[config.mk]
export PLATFORM = sky130hd
export DESIGN_NAME = multicycle_control_unit_flat
export DESIGN_NICKNAME = d
export VERILOG_FILES = /design/src/rtl/multicycle_control_unit_pkg.sv /design/src/rtl/multicycle_control_unit_if.sv /design/src/rtl/multicycle_control_unit_alu_decoder.sv /design/src/rtl/multicycle_control_unit.sv /design/src/flat_wrapper.sv
export SDC_FILE = /design/constraint.sdc
export NUM_CORES = 1
export LEC_CHECK = 0
export BUFFER_PORTS_ARGS = -buffer_cell sky130_fd_sc_hd__buf_2
export CORE_ASPECT_RATIO = 0.9
export CORE_UTILIZATION = 47
export DETAILED_ROUTE_END_ITERATION = 16
export PLACE_DENSITY = 0.92
export SLEW_MARGIN = 20
export SYNTH_ARGS = -nofsm -noshare
export SYNTH_HDL_FRONTEND = slang
export SYNTH_SLANG_ARGS = --single-unit
[constraint.sdc]
create_clock -name clk -period 3.3 [get_ports clk]
set_input_delay 0.825 -clock clk [delete_from_list [all_inputs] [get_ports clk]]
set_output_delay 0.825 -clock clk [all_outputs]
set_load 0.1 [all_outputs]
[src/rtl/multicycle_control_unit_pkg.sv]
// multicycle_ctrl_pkg: state, opcode, ALU, immediate and mux encodings shared
// by the multicycle RV32I control unit, its ALU decoder and its interface.
package multicycle_ctrl_pkg;

    typedef enum logic [3:0] {
        IDLE      = 4'd0,
        FETCH     = 4'd1,
        DECODE    = 4'd2,
        MEM_ADDR  = 4'd3,
        MEM_READ  = 4'd4,
        MEM_WB    = 4'd5,
        MEM_WRITE = 4'd6,
        EXEC_R    = 4'd7,
        EXEC_I    = 4'd8,
        EXEC_LUI  = 4'd9,
        ALU_WB    = 4'd10,
        BRANCH    = 4'd11,
        JAL       = 4'd12,
        JALR_ADDR = 4'd13,
        JALR      = 4'd14,
        ILLEGAL   = 4'd15
    } state_t;

    localparam logic [6:0] OP_LOAD   = 7'b0000011;
    localparam logic [6:0] OP_STORE  = 7'b0100011;
    localparam logic [6:0] OP_RTYPE  = 7'b0110011;
    localparam logic [6:0] OP_ITYPE  = 7'b0010011;
    localparam logic [6:0] OP_BRANCH = 7'b1100011;
    localparam logic [6:0] OP_JAL    = 7'b1101111;
    localparam logic [6:0] OP_JALR   = 7'b1100111;
    localparam logic [6:0] OP_LUI    = 7'b0110111;

    typedef enum logic [3:0] {
        ALU_ADD    = 4'd0,
        ALU_SUB    = 4'd1,
        ALU_AND    = 4'd2,
        ALU_OR     = 4'd3,
        ALU_XOR    = 4'd4,
        ALU_SLL    = 4'd5,
        ALU_SRL    = 4'd6,
        ALU_SRA    = 4'd7,
        ALU_SLT    = 4'd8,
        ALU_SLTU   = 4'd9,
        ALU_PASS_B = 4'd10
    } alu_ctrl_t;

    // Operation class chosen by the FSM; ALUOP_FUNCT defers to funct3/funct7.
    typedef enum logic [1:0] {
        ALUOP_ADD   = 2'd0,
        ALUOP_SUB   = 2'd1,
        ALUOP_FUNCT = 2'd2,
        ALUOP_PASSB = 2'd3
    } aluop_t;

    typedef enum logic [2:0] {
        IMM_I = 3'd0,
        IMM_S = 3'd1,
        IMM_B = 3'd2,
        IMM_U = 3'd3,
        IMM_J = 3'd4
    } imm_sel_t;

    localparam logic       ADR_PC        = 1'b0;
    localparam logic       ADR_ALUOUT    = 1'b1;

    localparam logic [1:0] SRCA_PC       = 2'd0;
    localparam logic [1:0] SRCA_OLDPC    = 2'd1;
    localparam logic [1:0] SRCA_RS1      = 2'd2;

    localparam logic [1:0] SRCB_RS2      = 2'd0;
    localparam logic [1:0] SRCB_IMM      = 2'd1;
    localparam logic [1:0] SRCB_FOUR     = 2'd2;

    localparam logic [1:0] RES_ALUOUT    = 2'd0;
    localparam logic [1:0] RES_DATA      = 2'd1;
    localparam logic [1:0] RES_ALURESULT = 2'd2;

endpackage

[src/rtl/multicycle_control_unit_if.sv]
// multicycle_control_unit_if: instruction fields, status and control strobes
// between the control unit (master) and the datapath (slave).
// Build option MCU_INSTRET_EN adds the retired-instruction count.
interface multicycle_control_unit_if #(
    parameter int STATE_W = 4
`ifdef MCU_INSTRET_EN
    , parameter int INSTRET_W = 32
`endif
);
    logic [6:0]         opcode;
    logic [2:0]         funct3;
    logic               funct7_b5;
    logic               zero;
    logic               mem_ready;

    logic               pc_write;
    logic               adr_src;
    logic               mem_write;
    logic               ir_write;
    logic               reg_write;
    logic [1:0]         alu_src_a;
    logic [1:0]         alu_src_b;
    logic [2:0]         imm_sel;
    logic [3:0]         alu_control;
    logic [1:0]         result_src;
    logic               illegal_instr;
    logic [STATE_W-1:0] state_o;
`ifdef MCU_INSTRET_EN
    logic [INSTRET_W-1:0] instret;

    modport master (
        input  opcode, funct3, funct7_b5, zero, mem_ready,
        output pc_write, adr_src, mem_write, ir_write, reg_write,
               alu_src_a, alu_src_b, imm_sel, alu_control, result_src,
               illegal_instr, state_o, instret
    );

    modport slave (
        output opcode, funct3, funct7_b5, zero, mem_ready,
        input  pc_write, adr_src, mem_write, ir_write, reg_write,
               alu_src_a, alu_src_b, imm_sel, alu_control, result_src,
               illegal_instr, state_o, instret
    );
`else
    modport master (
        input  opcode, funct3, funct7_b5, zero, mem_ready,
        output pc_write, adr_src, mem_write, ir_write, reg_write,
               alu_src_a, alu_src_b, imm_sel, alu_control, result_src,
               illegal_instr, state_o
    );

    modport slave (
        output opcode, funct3, funct7_b5, zero, mem_ready,
        input  pc_write, adr_src, mem_write, ir_write, reg_write,
               alu_src_a, alu_src_b, imm_sel, alu_control, result_src,
               illegal_instr, state_o
    );
`endif
endinterface

[src/rtl/multicycle_control_unit_alu_decoder.sv]
// alu_decoder: combinational mapping from the FSM's ALU operation class and
// the instruction funct fields to the ALU control code.
module alu_decoder
    import multicycle_ctrl_pkg::*;
(
    input  aluop_t     aluOp,
    input  logic [2:0] funct3,
    input  logic       funct7b5,
    input  logic       isRtype,
    output alu_ctrl_t  aluControl
);

    // Pick the ALU operation; funct7[5] only selects SUB for R-type, SRA for any shift-right.
    always_comb begin
        aluControl = ALU_ADD;
        case (aluOp)
            ALUOP_ADD:   aluControl = ALU_ADD;
            ALUOP_SUB:   aluControl = ALU_SUB;
            ALUOP_PASSB: aluControl = ALU_PASS_B;
            ALUOP_FUNCT: begin
                case (funct3)
                    3'b000: aluControl = (isRtype && funct7b5) ? ALU_SUB : ALU_ADD;
                    3'b001: aluControl = ALU_SLL;
                    3'b010: aluControl = ALU_SLT;
                    3'b011: aluControl = ALU_SLTU;
                    3'b100: aluControl = ALU_XOR;
                    3'b101: aluControl = funct7b5 ? ALU_SRA : ALU_SRL;
                    3'b110: aluControl = ALU_OR;
                    3'b111: aluControl = ALU_AND;
                    default: aluControl = ALU_ADD;
                endcase
            end
            default: aluControl = ALU_ADD;
        endcase
    end

endmodule

[src/rtl/multicycle_control_unit.sv]
// multicycle_control_unit: Moore FSM sequencing the multicycle RV32I datapath.
// Outputs depend on the state register only, except fetch/store enables that
// are qualified by mem_ready and the branch PC enable qualified by zero.
// Build option MCU_INSTRET_EN adds a retired-instruction counter (bus.instret).
module multicycle_control_unit
    import multicycle_ctrl_pkg::*;
#(
    parameter int STATE_W = 4
`ifdef MCU_INSTRET_EN
    , parameter int INSTRET_W = 32
`endif
) (
    input  logic                      clk,
    input  logic                      reset,
    multicycle_control_unit_if.master bus
);

    state_t    state;
    state_t    nextState;

    logic      pcWrite;
    logic      adrSrc;
    logic      memWrite;
    logic      irWrite;
    logic      regWrite;
    logic [1:0] srcA;
    logic [1:0] srcB;
    imm_sel_t  immSel;
    aluop_t    aluOp;
    logic [1:0] resultSrc;
    logic      illegal;
    logic      isRtype;
    alu_ctrl_t aluControl;

    // State register; reset drops straight to IDLE so no write survives the reset edge.
    always_ff @(posedge clk or negedge reset) begin
        if (!reset) begin
            state <= IDLE;
        end else begin
            state <= nextState;
        end
    end

    // Next-state sequencing.
    always_comb begin
        nextState = state;
        case (state)
            IDLE:      nextState = FETCH;
            FETCH:     if (bus.mem_ready) nextState = DECODE;
            DECODE: begin
                case (bus.opcode)
                    OP_LOAD, OP_STORE: nextState = MEM_ADDR;
                    OP_RTYPE:          nextState = EXEC_R;
                    OP_ITYPE:          nextState = EXEC_I;
                    OP_BRANCH:         nextState = BRANCH;
                    OP_JAL:            nextState = JAL;
                    OP_JALR:           nextState = JALR_ADDR;
                    OP_LUI:            nextState = EXEC_LUI;
                    default:           nextState = ILLEGAL;
                endcase
            end
            MEM_ADDR:  nextState = (bus.opcode == OP_LOAD) ? MEM_READ : MEM_WRITE;
            MEM_READ:  if (bus.mem_ready) nextState = MEM_WB;
            MEM_WB:    nextState = FETCH;
            MEM_WRITE: if (bus.mem_ready) nextState = FETCH;
            EXEC_R:    nextState = ALU_WB;
            EXEC_I:    nextState = ALU_WB;
            EXEC_LUI:  nextState = ALU_WB;
            ALU_WB:    nextState = FETCH;
            BRANCH:    nextState = (bus.funct3 == 3'b000 || bus.funct3 == 3'b001) ? FETCH : ILLEGAL;
            JAL:       nextState = ALU_WB;
            JALR_ADDR: nextState = JALR;
            JALR:      nextState = ALU_WB;
            ILLEGAL:   nextState = ILLEGAL;
            default:   nextState = ILLEGAL;
        endcase
    end

    // Control outputs per state; everything defaults to 0 (idle datapath).
    always_comb begin
        pcWrite   = 1'b0;
        adrSrc    = ADR_PC;
        memWrite  = 1'b0;
        irWrite   = 1'b0;
        regWrite  = 1'b0;
        srcA      = SRCA_PC;
        srcB      = SRCB_RS2;
        immSel    = IMM_I;
        aluOp     = ALUOP_ADD;
        resultSrc = RES_ALUOUT;
        illegal   = 1'b0;
        case (state)
            FETCH: begin
                srcB      = SRCB_FOUR;
                resultSrc = RES_ALURESULT;
                irWrite   = bus.mem_ready;
                pcWrite   = bus.mem_ready;
            end
            DECODE: begin
                srcA   = SRCA_OLDPC;
                srcB   = SRCB_IMM;
                immSel = IMM_B;
            end
            MEM_ADDR: begin
                srcA   = SRCA_RS1;
                srcB   = SRCB_IMM;
                immSel = (bus.opcode == OP_STORE) ? IMM_S : IMM_I;
            end
            MEM_READ:  adrSrc = ADR_ALUOUT;
            MEM_WB: begin
                resultSrc = RES_DATA;
                regWrite  = 1'b1;
            end
            MEM_WRITE: begin
                adrSrc   = ADR_ALUOUT;
                memWrite = bus.mem_ready;
            end
            EXEC_R: begin
                srcA  = SRCA_RS1;
                aluOp = ALUOP_FUNCT;
            end
            EXEC_I: begin
                srcA  = SRCA_RS1;
                srcB  = SRCB_IMM;
                aluOp = ALUOP_FUNCT;
            end
            EXEC_LUI: begin
                srcB   = SRCB_IMM;
                immSel = IMM_U;
                aluOp  = ALUOP_PASSB;
            end
            ALU_WB:    regWrite = 1'b1;
            BRANCH: begin
                srcA  = SRCA_RS1;
                aluOp = ALUOP_SUB;
                case (bus.funct3)
                    3'b000:  pcWrite = bus.zero;
                    3'b001:  pcWrite = !bus.zero;
                    default: pcWrite = 1'b0;
                endcase
            end
            JAL, JALR: begin
                pcWrite = 1'b1;
                srcA    = SRCA_OLDPC;
                srcB    = SRCB_FOUR;
            end
            JALR_ADDR: begin
                srcA = SRCA_RS1;
                srcB = SRCB_IMM;
            end
            ILLEGAL:   illegal = 1'b1;
            default:   ;
        endcase
    end

    assign isRtype = (state == EXEC_R);

    alu_decoder uAluDecoder (
        .aluOp      (aluOp),
        .funct3     (bus.funct3),
        .funct7b5   (bus.funct7_b5),
        .isRtype    (isRtype),
        .aluControl (aluControl)
    );

    assign bus.pc_write      = pcWrite;
    assign bus.adr_src       = adrSrc;
    assign bus.mem_write     = memWrite;
    assign bus.ir_write      = irWrite;
    assign bus.reg_write     = regWrite;
    assign bus.alu_src_a     = srcA;
    assign bus.alu_src_b     = srcB;
    assign bus.imm_sel       = immSel;
    assign bus.alu_control   = aluControl;
    assign bus.result_src    = resultSrc;
    assign bus.illegal_instr = illegal;
    assign bus.state_o       = STATE_W'(state);

`ifdef MCU_INSTRET_EN
    logic [INSTRET_W-1:0] instretCount;
    logic                 retire;

    // An instruction retires on its last cycle: entering FETCH from anything but IDLE/FETCH.
    assign retire = (nextState == FETCH) && (state != IDLE) && (state != FETCH);

    // Retired-instruction counter, wrapping naturally at its width.
    always_ff @(posedge clk or negedge reset) begin
        if (!reset) begin
            instretCount <= '0;
        end else if (retire) begin
            instretCount <= instretCount + INSTRET_W'(1);
        end
    end

    assign bus.instret = instretCount;
`endif

endmodule

[src/flat_wrapper.sv]
// flat-port wrapper written by rule: the top's interface ports become plain ports
module multicycle_control_unit_flat import multicycle_ctrl_pkg::*;
#(
    parameter int STATE_W = 4

)
  (clk, reset, bus_opcode, bus_funct3, bus_funct7_b5, bus_zero, bus_mem_ready, bus_pc_write, bus_adr_src, bus_mem_write, bus_ir_write, bus_reg_write, bus_alu_src_a, bus_alu_src_b, bus_imm_sel, bus_alu_control, bus_result_src, bus_illegal_instr, bus_state_o);
  multicycle_control_unit_if #(.STATE_W(STATE_W)) bus_i ();
  input  logic clk;
  input  logic reset;
  input wire logic [$bits(bus_i.opcode)-1:0] bus_opcode;
  input wire logic [$bits(bus_i.funct3)-1:0] bus_funct3;
  input wire logic [$bits(bus_i.funct7_b5)-1:0] bus_funct7_b5;
  input wire logic [$bits(bus_i.zero)-1:0] bus_zero;
  input wire logic [$bits(bus_i.mem_ready)-1:0] bus_mem_ready;
  output wire logic [$bits(bus_i.pc_write)-1:0] bus_pc_write;
  output wire logic [$bits(bus_i.adr_src)-1:0] bus_adr_src;
  output wire logic [$bits(bus_i.mem_write)-1:0] bus_mem_write;
  output wire logic [$bits(bus_i.ir_write)-1:0] bus_ir_write;
  output wire logic [$bits(bus_i.reg_write)-1:0] bus_reg_write;
  output wire logic [$bits(bus_i.alu_src_a)-1:0] bus_alu_src_a;
  output wire logic [$bits(bus_i.alu_src_b)-1:0] bus_alu_src_b;
  output wire logic [$bits(bus_i.imm_sel)-1:0] bus_imm_sel;
  output wire logic [$bits(bus_i.alu_control)-1:0] bus_alu_control;
  output wire logic [$bits(bus_i.result_src)-1:0] bus_result_src;
  output wire logic [$bits(bus_i.illegal_instr)-1:0] bus_illegal_instr;
  output wire logic [$bits(bus_i.state_o)-1:0] bus_state_o;
  assign bus_i.opcode = bus_opcode;
  assign bus_i.funct3 = bus_funct3;
  assign bus_i.funct7_b5 = bus_funct7_b5;
  assign bus_i.zero = bus_zero;
  assign bus_i.mem_ready = bus_mem_ready;
  assign bus_pc_write = bus_i.pc_write;
  assign bus_adr_src = bus_i.adr_src;
  assign bus_mem_write = bus_i.mem_write;
  assign bus_ir_write = bus_i.ir_write;
  assign bus_reg_write = bus_i.reg_write;
  assign bus_alu_src_a = bus_i.alu_src_a;
  assign bus_alu_src_b = bus_i.alu_src_b;
  assign bus_imm_sel = bus_i.imm_sel;
  assign bus_alu_control = bus_i.alu_control;
  assign bus_result_src = bus_i.result_src;
  assign bus_illegal_instr = bus_i.illegal_instr;
  assign bus_state_o = bus_i.state_o;
  multicycle_control_unit #(.STATE_W(STATE_W)) u_core (.clk(clk), .reset(reset), .bus(bus_i));
endmodule
=== Word-level counts from Yosys, hierarchy flattened ===
Cells that the tools add are included.

* Register bits: 4
* Bits of input ports: 15

* Equal/unequal tests: 36
* Reduce and logical (&&, ||, !) cells: 18
* Muxes and demuxes: 24

{| class="wikitable"
|+ Operators by type and width
! cell !! count
|-
| $pmux W4 S10 || 1
|-
| $eq A4 B4 Y1 const B || 8
|-
| $pmux W4 S8 || 1
|-
| $pmux W4 S7 || 1
|-
| $eq A7 B6 Y1 const B || 3
|-
| $eq A7 B7 Y1 const B || 3
|-
| $eq A4 B3 Y1 const B || 4
|-
| $mux W4 || 4
|-
| $pmux W4 S4 || 1
|-
| $reduce_or A5 Y1 || 3
|-
| $eq A3 B3 Y1 const B || 4
|-
| $pmux W2 S2 || 3
|-
| $reduce_or A2 Y1 || 5
|-
| $pmux W3 S3 || 1
|-
| $reduce_or A3 Y1 || 3
|-
| $eq A4 B2 Y1 const B || 2
|-
| $mux W1 || 8
|-
| $eq A7 B2 Y1 const B || 1
|-
| $eq A7 B5 Y1 const B || 1
|-
| $eq A3 B2 Y1 const B || 2
|-
| $ne A2 B2 Y1 const B || 3
|-
| $pmux W2 S3 || 1
|-
| $eq A2 B2 Y1 const B || 2
|-
| $eq A4 B1 Y1 const B || 1
|-
| 12 further kinds || 12
|}

=== Longest topological paths before layout ===
Gate-level depths: netlist (run 1).

* Depth after elaboration: 5
* Gate-level depth with buffers: 6
* Gate-level depth less buffers: 5

=== Hierarchy ===
From an unflattened synthesis (run 1), not the netlist that was laid out.

* Cells, all modules: 105
* Area, all modules: 744.5 um^2

{| class="wikitable"
|+ Modules (own cells, without submodules)
! module !! sequential area each (um^2) !! times used !! cells each !! area an instance (um^2)
|-
| multicycle_control_unit || 100.1 || 1 || 90 || 643.1
|-
| alu_decoder || 0.0 || 1 || 15 || 101.3
|}

=== Least setup slack after synthesis (run 1) ===
Ideal clock, no wire load.

* Path kind: register to output
* From: register u_core.state[0] (netlist: u_core.bus.state_o[0])
* To: output bus_pc_write
* Data arrival time: 3.946 ns
* Path slack: -1.471 ns
* Cell stages (with the launch flop): 7
* Required time: 2.475 ns
* Buffers on the path: 1
* Cells stage by stage: dfrtp_1 buf_6 nand2b_1 or3_1 nor2_1 a21oi_1 o21ai_1

* Longest elaborated chain between the ends: 3
* Elaborated cells between the ends (all ways): 6
* Classes of those cells: eq/ne (4); mux (1); reduce/logical (1)

{| class="wikitable"
|+ Ends and longest elaborated chain
! element !! line !! RTL
|-
| from (decl) || multicycle_control_unit.sv:18 || <nowiki>state_t state;</nowiki>
|-
| from (signal assigned) || multicycle_control_unit.sv:40 || <nowiki>state <= nextState;</nowiki>
|-
| $eq A4 B4 Y1 || multicycle_control_unit.sv:92 || <nowiki>case (state)</nowiki>
|-
| $reduce_or A2 Y1 || - ||
|-
| $pmux W1 S3 (*) || multicycle_control_unit.sv:92 ||
|-
| to (decl) || flat_wrapper.sv:16 || <nowiki>output wire logic [$bits(bus_i.pc_write)-1:0] bus_pc_write;</nowiki>
|}

Every way passes the cells marked *; elsewhere a longest branch is shown, timed or not.

=== Worst setup path in the final report (run 1) ===
* From: register u_core.state[3] (netlist: u_core.bus.state_o[3])
* To: output bus_alu_control[0]

* Longest elaborated chain between the ends: 5
* Elaborated cells between the ends (all ways): 14
* Classes of those cells: eq/ne (7); mux (4); reduce/logical (3)

{| class="wikitable"
|+ Ends and longest elaborated chain
! element !! line !! RTL
|-
| $eq A4 B3 Y1 or $eq A4 B4 Y1 (tied branches) || multicycle_control_unit.sv:92, multicycle_control_unit.sv:156 ||
|-
| $reduce_or A2 Y1 (no line) or $logic_and A1 B1 Y1 (tied branches) || - ||
|-
| $pmux W2 S3 or $mux W1 (tied branches) || multicycle_control_unit.sv:92, multicycle_control_unit_alu_decoder.sv:22 ||
|-
| $eq A2 B2 Y1, or another cell as far along || multicycle_control_unit_alu_decoder.sv:16 || <nowiki>case (aluOp)</nowiki>
|-
| $pmux W4 S4 (*) || multicycle_control_unit_alu_decoder.sv:16 ||
|-
| to (decl) || flat_wrapper.sv:24 || <nowiki>output wire logic [$bits(bus_i.alu_control)-1:0] bus_alu_control;</nowiki>
|}

Marked as above.

==> results.sh, run 1 <==
export IMPL_status="completed"
export IMPL_die_w_um=42.5
export IMPL_r2r_end="u_core.bus.state_o[1]"
export IMPL_maxSlewViolCount=0
export IMPL_ys_flop_type="dfrtp_1"
export IMPL_worstHoldPathType="in -> async"
export IMPL_chipHeight_um=38.4
export IMPL_start_kind="flip-flop"
export IMPL_nNetsFinal=163
export IMPL_synthTopCellsByCount="nor2_1, nand2_1, a21oi_1"
export IMPL_coreArea_um2=1310
export IMPL_wl_per_cell_um=13.5
export IMPL_worstSetupPathType="reg -> out"
export IMPL_setup_tns_ns=0
export IMPL_async_flop_share_pct=100
export IMPL_crit_path_top_delay_cell="dfrtp_2"
export IMPL_setup_viol=0
export IMPL_fin_util_pct=77.1
export IMPL_yosys_area_share_simple_pct=43.0
export IMPL_fp_row_count=12
export IMPL_cts_tree="built"
export IMPL_dr_pass1_iters=4
export IMPL_cts_resized=0
export IMPL_dieArea_um2=1630
export IMPL_synth_cell_type_count=37
export IMPL_vias=965
export IMPL_grt_overflow=0
export IMPL_fin_cells=161
export IMPL_synth_seq_cells=4
export IMPL_initial_utilization_pct=53.1
export IMPL_clk_pin_slew_ns=0.05
export IMPL_yosysTopAreaCell="dfrtp_1"
export IMPL_drt_vias_per_instance=5.99
export IMPL_antenna_left=0
export IMPL_synth_xor_area_share_pct=3.79
export IMPL_synth_warnings=0
export IMPL_grt_max_degree=21
export IMPL_track_usage_pct=29.4
export IMPL_synth_edf_count=0
export IMPL_worstRegToRegCells=6
export IMPL_clock_sinks=4
export IMPL_synth_top_area_share_pct=14.4
export IMPL_wl_met2_um=1130
export IMPL_synth_fa_ha_area_share_pct=0
export IMPL_worst_path_max_fanout=20
export IMPL_synth_top_family_by_area="simple AND/OR/NAND/NOR gates"
export IMPL_max_stage_delay_ns=0.51
export IMPL_syn_inst=111
export IMPL_final_hold_viol_count=0
export IMPL_io_pins=38
export IMPL_crit_chain="nand2b_1, nor3_1, nor2_1, o311a_1, o22ai_4, buf_2"
export IMPL_htreeDepth=1
export IMPL_seq_area_frac_synth_pct=14.4
export IMPL_syn_nets=126
export IMPL_largest_reg_flops=4
export IMPL_drc=0
export IMPL_crit_required_ns=2.47
export IMPL_fin_crit_sh_pct=93.5
export IMPL_whs_ns=0.376
export IMPL_antenna_found_initial=0
export IMPL_grt_pass1_vias=819
export IMPL_cts_hold_buf=0
export IMPL_yosysMostFrequentCell="nor2_1"
export IMPL_dp_cells=157
export IMPL_cap_viol_max_count=0
export IMPL_cts_buffers=3
export IMPL_wl_met3_um=137
export IMPL_grt_pass1_wl_um=3640
export IMPL_cts_setup_buffers=0
export IMPL_avgSynthCellArea_um2=6.24
export IMPL_syn_to_final_growth_pct=45.3
export IMPL_rsz0062_at_grt="false"
export IMPL_clock_root_buffer="clkbuf_4"
export IMPL_drtIter0Drc=48
export IMPL_synth_compound_area_share_pct=29.1
export IMPL_synthTopCellsByArea="dfrtp_1, nor2_1, nand2_1"
export IMPL_r2r_start="u_core.bus.state_o[0]"
export IMPL_routed_top_layer="met4"
export IMPL_met1_length_um=875
export IMPL_clk_latency_ns=0.24
export IMPL_drive_gt1_share_pct=42.2
export IMPL_crit_arrival_ns=2.26
export IMPL_clock_path_buffers=2
export IMPL_timing_reg2reg_setup_slack_ns=1.68
export IMPL_drt_total_wl_um=2170
export IMPL_worst_setup_path_end_kind="primary output"
export IMPL_n_antenna_cell=0
export IMPL_yosys_mux_area_fraction_pct=0
export IMPL_fin_skew_ns=0.00968
export IMPL_globalplace_congestion=0.848
export IMPL_syn_area_um2=693
export IMPL_period_needed_ns=3.09
export IMPL_dp_hpwl_um=1680
export IMPL_fmax_ghz=0.324
export IMPL_port_buffers=36
cells in the final DEF, fill, tap and decap left out, drive strengths merged:
cell type / n
a31oi: 2
a2bb2oi: 1
nor2b: 3
nor4b: 1
clkbuf: 4
nor4: 2
a211oi: 1
o311a: 1
nor2: 18
nand3b: 2
xnor2: 1
nor3: 8
o21ai: 8
o22a: 1
nand3: 2
nand2b: 8
buf: 39
conb: 1
or3: 2
xor2: 2
a221o: 1
dfrtp: 4
o22ai: 5
a21boi: 2
nand2: 12
a21oi: 8
inv: 6
a2111oi: 2
cells by family after synthesis:
| group | after synthesis |
|---|---|
| and+or+nand+nor | 58 |
| AOI/OAI and AO/OA | 32 |
| buffers and inverters | 13 |
| DFF | 4 |
| xor gates and xnor gates | 3 |
| other | 1 |
worst max-delay path: cells and delay by family (launching register included):
family,cells,cell delay [ns]
AOI/OAI and AO/OA,2,0.42
buffers and inverters,1,0.44
DFF,1,0.51
and+or+nand+nor,3,0.64
how the worst max path moves through the flow:
| stage | depth (start not counted) | to | slack, ns | start |
|---|---|---|---|---|
| after floorplan | 6 | bus_pc_write | -0.51 | u_core.bus.state_o[0] |
| after global placement | 6 | bus_alu_control[0] | 0.45 | bus_funct3[2] |
| after detailed placement | 6 | bus_alu_control[0] | 0.37 | bus_funct3[2] |
| after CTS | 6 | bus_alu_control[0] | 0.22 | u_core.bus.state_o[3] |
| after global routing | 6 | bus_alu_control[0] | 0.14 | u_core.bus.state_o[3] |
| final | 6 | bus_alu_control[0] | 0.21 | u_core.bus.state_o[3] |
per-stage QoR:
step	area [um^2]	setup slack, ns
after floorplan	787	-0.505
after CTS	1010	0.220
after global placement	981	0.446
after global routing	1010	0.143
final	1010	0.214
after detailed placement	981	0.373
cell type report:
type                       instances  area (um^2)
clock buffer                       4         26.3
fill                             108          299
inverter                           6         22.5
multi-input combinational         94          621
sequential                         4          103
tap                               14         17.5
timing repair buffer              39          218
routing by layer:
| layer | GRT usage, % | vias up |
|---|---|---|
| li1 | - | 464 |
| met1 | 34.7 | 451 |
| met2 | 56.5 | 46 |
| met3 | 4.25 | 4 |
| met4 | 7.03 | 0 |
| met5 | 0 | - |
Power of run 1 is not shown: default switching activity piles up to over one toggle a cycle in this logic, so the estimate is an artifact.
==> run 2: changes to the inputs <==
--- a/config.mk
+++ b/config.mk
@@ -7,10 +7,11 @@
 export LEC_CHECK = 0
 export BUFFER_PORTS_ARGS = -buffer_cell sky130_fd_sc_hd__buf_2
 export CORE_ASPECT_RATIO = 0.9
-export CORE_UTILIZATION = 47
+export CORE_UTILIZATION = 48
 export DETAILED_ROUTE_END_ITERATION = 16
 export PLACE_DENSITY = 0.92
 export SLEW_MARGIN = 20
 export SYNTH_ARGS = -nofsm -noshare
 export SYNTH_HDL_FRONTEND = slang
+export SYNTH_HIERARCHICAL = 1
 export SYNTH_SLANG_ARGS = --single-unit
==> results.sh, run 2 <==
export IMPL_cts_resized=0
export IMPL_antenna_found_initial=0
export IMPL_cp_top_family="simple AND/OR/NAND/NOR gates"
export IMPL_yosys_mux_area_fraction_pct=1.51
export IMPL_syn_inst=105
export IMPL_synth_warnings=6
export IMPL_final_area_um2=1040
export IMPL_synth_seq_cells=4
export IMPL_dp_cells=150
export IMPL_fin_skew_ns=0.00517
export IMPL_crit_arrival_ns=2.24
export IMPL_syn_area_um2=744
export IMPL_dp_hpwl_um=1590
export IMPL_postPlaceCellArea_um2=1020
export IMPL_yosys_area_share_simple_pct=42.4
export IMPL_initial_utilization_pct=51.4
export IMPL_use_met3_pct=5.53
export IMPL_n_antenna_cell=0
export IMPL_grt_pass1_vias=775
export IMPL_synthTopCellsByCount="nor2_1, nand2b_1, nand2_1"
export IMPL_track_usage_pct=26.6
export IMPL_status="complete, but fails checks"
export IMPL_synth_compound_area_share_pct=30.6
export IMPL_clk_latency_ns=0.23
export IMPL_seq_area_frac_synth_pct=13.4
export IMPL_cts_setup_buffers=0
export IMPL_drt_total_wl_um=2030
export IMPL_async_flop_share_pct=100
export IMPL_period_needed_ns=3.07
export IMPL_port_buffers=36
export IMPL_drive_gt1_share_pct=44.9
export IMPL_timing_reg2reg_setup_slack_ns=1.77
export IMPL_htreeDepth=1
export IMPL_crit_required_ns=2.47
export IMPL_final_hold_viol_count=0
export IMPL_cts_hold_buf=0
export IMPL_startpoint="u_core/bus.state_o[2]"
export IMPL_io_pins=38
export IMPL_wl_per_cell_um=13.3
export IMPL_antenna_left=0
export IMPL_dr_pass1_iters=10
export IMPL_fin_crit_sh_pct=92.9
export IMPL_met2_usage_pct=47.0
export IMPL_crit_path_top_delay_cell="dfrtp_4"
export IMPL_synth_fa_ha_area_share_pct=0
export IMPL_grt_use_met1_pct=32.0
export IMPL_worst_path_max_fanout=15
export IMPL_globalplace_congestion=0.880
export IMPL_drc=2
export IMPL_drtIter0Drc=35
export IMPL_start_kind="flip-flop"
export IMPL_worst_setup_path_end_kind="primary output"
export IMPL_violations="design-rule violations"
export IMPL_dieArea_um2=1710
export IMPL_ys_flop_type="dfrtp_1"
export IMPL_clock_root_buffer="clkbuf_4"
export IMPL_cts_tree="built"
export IMPL_avgSynthCellArea_um2=7.09
export IMPL_largest_reg_flops=4
export IMPL_grt_overflow=0
export IMPL_crit_buf_inv=1
export IMPL_synth_cell_type_count=47
export IMPL_syn_nets=120
export IMPL_layout_commonest_cell="buf_2"
export IMPL_clock_sinks=4
export IMPL_crit_chain="nand2b_1, o22ai_2, nand2b_4, or3b_1, o221ai_4, buf_12"
export IMPL_rsz0062_at_grt="false"
export IMPL_grt_pass1_wl_um=3340
export IMPL_max_stage_delay_ns=0.56
export IMPL_synth_top_family_by_area="simple AND/OR/NAND/NOR gates"
export IMPL_maxSlewViolCount=0
export IMPL_busiest_layer="met2"
export IMPL_coreArea_um2=1450
export IMPL_fp_row_count=13
export IMPL_r2r_end="u_core/bus.state_o[2]"
export IMPL_synth_edf_count=0
export IMPL_cap_viol_max_count=0
export IMPL_die_w_um=43.5
export IMPL_worstSetupPathType="reg -> out"
export IMPL_chipHeight_um=39.4
export IMPL_final_cell_mix="buf_2, nor2_1, nand2b_1, nand2_1, a21oi_1"
export IMPL_drt_vias_per_instance=5.97
export IMPL_endpoint="bus_alu_control[0]"
export IMPL_fin_util_pct=71.9
export IMPL_r2r_start="u_core/bus.state_o[0]"
export IMPL_cts_buffers=3
export IMPL_grt_max_degree=21
export IMPL_nNetsFinal=155
export IMPL_clk_pin_slew_ns=0.04
export IMPL_worstRegToRegCells=4
export IMPL_clock_path_buffers=2
export IMPL_fmax_ghz=0.326
export IMPL_synth_xor_area_share_pct=4.71
export IMPL_vias=913
export IMPL_yosysTopAreaCell="dfrtp_1"
export IMPL_setup_viol=0
export IMPL_fin_cells=153
export IMPL_worstHoldPathType="in -> async"
export IMPL_yosysMostFrequentCell="nor2_1"
export IMPL_syn_to_final_growth_pct=39.8
export IMPL_synthTopCellsByArea="dfrtp_1, nand2b_1, nor2_1"
export IMPL_crit_cells=6
export IMPL_synth_top_area_share_pct=13.4
[run 2: changes by cell type after synthesis, sizes merged, moves of 2 or more]
cell | previous run | this run
a21oi | 8 | 6
nor3 | 8 | 6
or2 | 0 | 2
nor2 | 18 | 13
inv | 6 | 4
a21o | 0 | 2
o21bai | 0 | 2
a2111oi | 2 | 0
o22ai | 5 | 2
nand2 | 12 | 7
xnor2 | 1 | 3
o21ai | 8 | 4
nor4 | 2 | 4
[run 2: worst register-to-register path, cell delays in order (launching register included)]
cell	delay [ns]
dfrtp_2	0.51
nand2b_1	0.27
nor3_2	0.27
o21ai_1	0.15
a32oi_1	0.23
[run 2: per-stage QoR]
stage                     hold slack (ns)  setup WS (ns)  TNS (ns)
final                               0.388          0.235         0
after global routing                0.388          0.121         0
after CTS                           0.386          0.229         0
after detailed placement            0.630          0.361         0
after global placement              0.627          0.437         0
after floorplan                     0.529         -0.336    -0.837
[run 2: area by class of cell]
class	instances	area, um^2
multi-input cells	90	674
fillers	119	407
repair buffers	37	203
flip-flops and latches	4	108
clock buffers	3	22.5
well taps	15	18.8
inverters	4	15.0
[run 2: cell families after synthesis]
group           Yosys count
xor+xnor                  4
mux                       1
flops                     4
buf+inv                  11
other cells               1
compound gates           30
simple gates             54
[run 2: worst min path at each step]
stage	start	end	slack (ns)	cells past startpoint
after floorplan	reset	u_core/bus.state_o[0]	0.53	0
after global placement	reset	u_core/bus.state_o[2]	0.63	1
after detailed placement	reset	u_core/bus.state_o[2]	0.63	1
after CTS	reset	u_core/bus.state_o[1]	0.39	1
after global routing	reset	u_core/bus.state_o[1]	0.39	1
final	reset	u_core/bus.state_o[1]	0.39	1
[run 2: per-layer routing]
layer / vias to the layer above / routed length [um]
li1: 451 / -
met1: 419 / 893
met2: 41 / 1000
met3: 2 / 123
met4: 0 / 9
met5: - / 0
Power of run 2 is left out for the same reason.
==> run 3: changes to the inputs <==
--- a/config.mk
+++ b/config.mk
@@ -10,6 +10,7 @@
 export CORE_UTILIZATION = 48
 export DETAILED_ROUTE_END_ITERATION = 16
 export PLACE_DENSITY = 0.92
+export RECOVER_POWER = 100
 export SLEW_MARGIN = 20
 export SYNTH_ARGS = -nofsm -noshare
 export SYNTH_HDL_FRONTEND = slang
==> results.sh, run 3 (synthesized netlist as in run 2, its figures left out) <==
export IMPL_drt_total_wl_um=2070
export IMPL_clk_latency_ns=0.23
export IMPL_final_cell_mix="nor2_1, buf_2, clkbuf_1, clkbuf_2, nand2b_1"
export IMPL_setup_viol=0
export IMPL_n_antenna_cell=0
export IMPL_worstSetupPathType="reg -> out"
export IMPL_start_kind="flip-flop"
export IMPL_drtIter0Drc=42
export IMPL_status="complete, but fails checks"
export IMPL_initial_utilization_pct=51.4
export IMPL_chipHeight_um=39.4
export IMPL_rsz0062_at_grt="false"
export IMPL_largest_reg_flops=4
export IMPL_antenna_left=0
export IMPL_io_pins=38
export IMPL_fill_cells=126
export IMPL_dp_hpwl_um=1590
export IMPL_antenna_found_initial=0
export IMPL_grt_pass1_vias=775
export IMPL_vias=906
export IMPL_fmax_ghz=0.326
export IMPL_dr_pass1_iters=10
export IMPL_fin_crit_sh_pct=92.8
export IMPL_dieArea_um2=1710
export IMPL_cts_setup_buffers=0
export IMPL_cts_hold_buf=0
export IMPL_post_place_ws_ns=0.361
export IMPL_cap_viol_max_count=0
export IMPL_worst_slack_ns=0.237
export IMPL_worstHoldPathType="in -> async"
export IMPL_clock_path_buffers=2
export IMPL_drc=2
export IMPL_globalplace_congestion=0.880
export IMPL_fp_row_count=13
export IMPL_layout_commonest_cell="nor2_1"
export IMPL_multiInputGateArea_um2=667
export IMPL_crit_required_ns=2.47
export IMPL_final_hold_viol_count=0
export IMPL_wl_per_cell_um=13.5
export IMPL_cts_buffers=3
export IMPL_violations="design-rule violations"
export IMPL_clk_pin_slew_ns=0.04
export IMPL_worst_setup_path_end_kind="primary output"
export IMPL_slew_headroom_pct=21.4
export IMPL_maxSlewViolCount=0
export IMPL_die_w_um=43.5
export IMPL_period_needed_ns=3.06
export IMPL_drt_vias_per_instance=5.92
export IMPL_tightest_slew_ns=1.18
export IMPL_fin_skew_ns=0.00535
export IMPL_syn_to_final_growth_pct=36.8
export IMPL_track_usage_pct=26.6
export IMPL_cts_resized=0
export IMPL_grt_pass1_wl_um=3340
export IMPL_cts_tree="built"
export IMPL_port_buffers=36
export IMPL_grt_max_degree=21
export IMPL_ff_latch_area_um2=108
export IMPL_coreArea_um2=1450
export IMPL_clock_sinks=4
export IMPL_crit_arrival_ns=2.24
export IMPL_nNetsFinal=155
export IMPL_htreeDepth=1
export IMPL_clock_root_buffer="clkbuf_4"
export IMPL_grt_overflow=0
export IMPL_drive_gt1_share_pct=35.5
export IMPL_worst_path_max_fanout=15
==> run 3: cell count changes in the layout (fill, tap and decap cells not counted), sizes merged <==
cell and change:
buf -23, clkbuf +23
==> run 3: path summary, 6_finish.rpt <==
path                            slack [ns]  depth (start not counted)               endpoint                   from
worst max-delay path                  0.24                          6     bus_alu_control[0]  u_core/bus.state_o[2]
worst min-delay path                  0.41                          1  u_core/bus.state_o[1]                  reset
worst max register to register        1.74                          4  u_core/bus.state_o[1]  u_core/bus.state_o[0]
worst min register to register        0.77                          3  u_core/bus.state_o[3]  u_core/bus.state_o[3]
max in group asynchronous             2.69                          1  u_core/bus.state_o[2]                  reset
min in group clk                      0.77                          3  u_core/bus.state_o[3]  u_core/bus.state_o[3]
==> run 3: area by class of cell <==
cell class / instances / area share (%)
multi-input cells: 90 / 65.5
repair buffers: 37 / 18.4
flip-flops and latches: 4 / 10.6
clock buffers: 3 / 2.21
well taps: 15 / 1.84
inverters: 4 / 1.47
==> run 3: through the flow <==
step	utilization, %	hold WS [ns]	TNS, ns	instances	area [um^2]
after floorplan	-	0.529	-0.837	105	833
after global placement	70.4	0.627	0	150	1020
after detailed placement	70.4	0.630	0	150	1020
after CTS	71.9	0.386	0	153	1040
after global routing	70.4	0.416	0	153	1020
final	70.4	0.407	0	153	1020
==> run 3: critical path, stage by stage (launching register included) <==
cell      delay, ns
dfrtp_4        0.56
nand2b_1       0.25
o22ai_2        0.28
nand2b_4       0.11
or3b_1         0.41
o221ai_4       0.20
buf_12         0.20
==> run 3: per-layer routing <==
metal	track usage (%)	part of all wire, %	routed length (um)	vias to the layer above
li1	-	-	-	452
met3	5.53	7.0	144	2
met4	10.2	0.44	9	0
met1	32.0	44	909	404
met2	47.0	48	1000	48
met5	0	0	0	-
Power of run 3 is left out for the same reason.
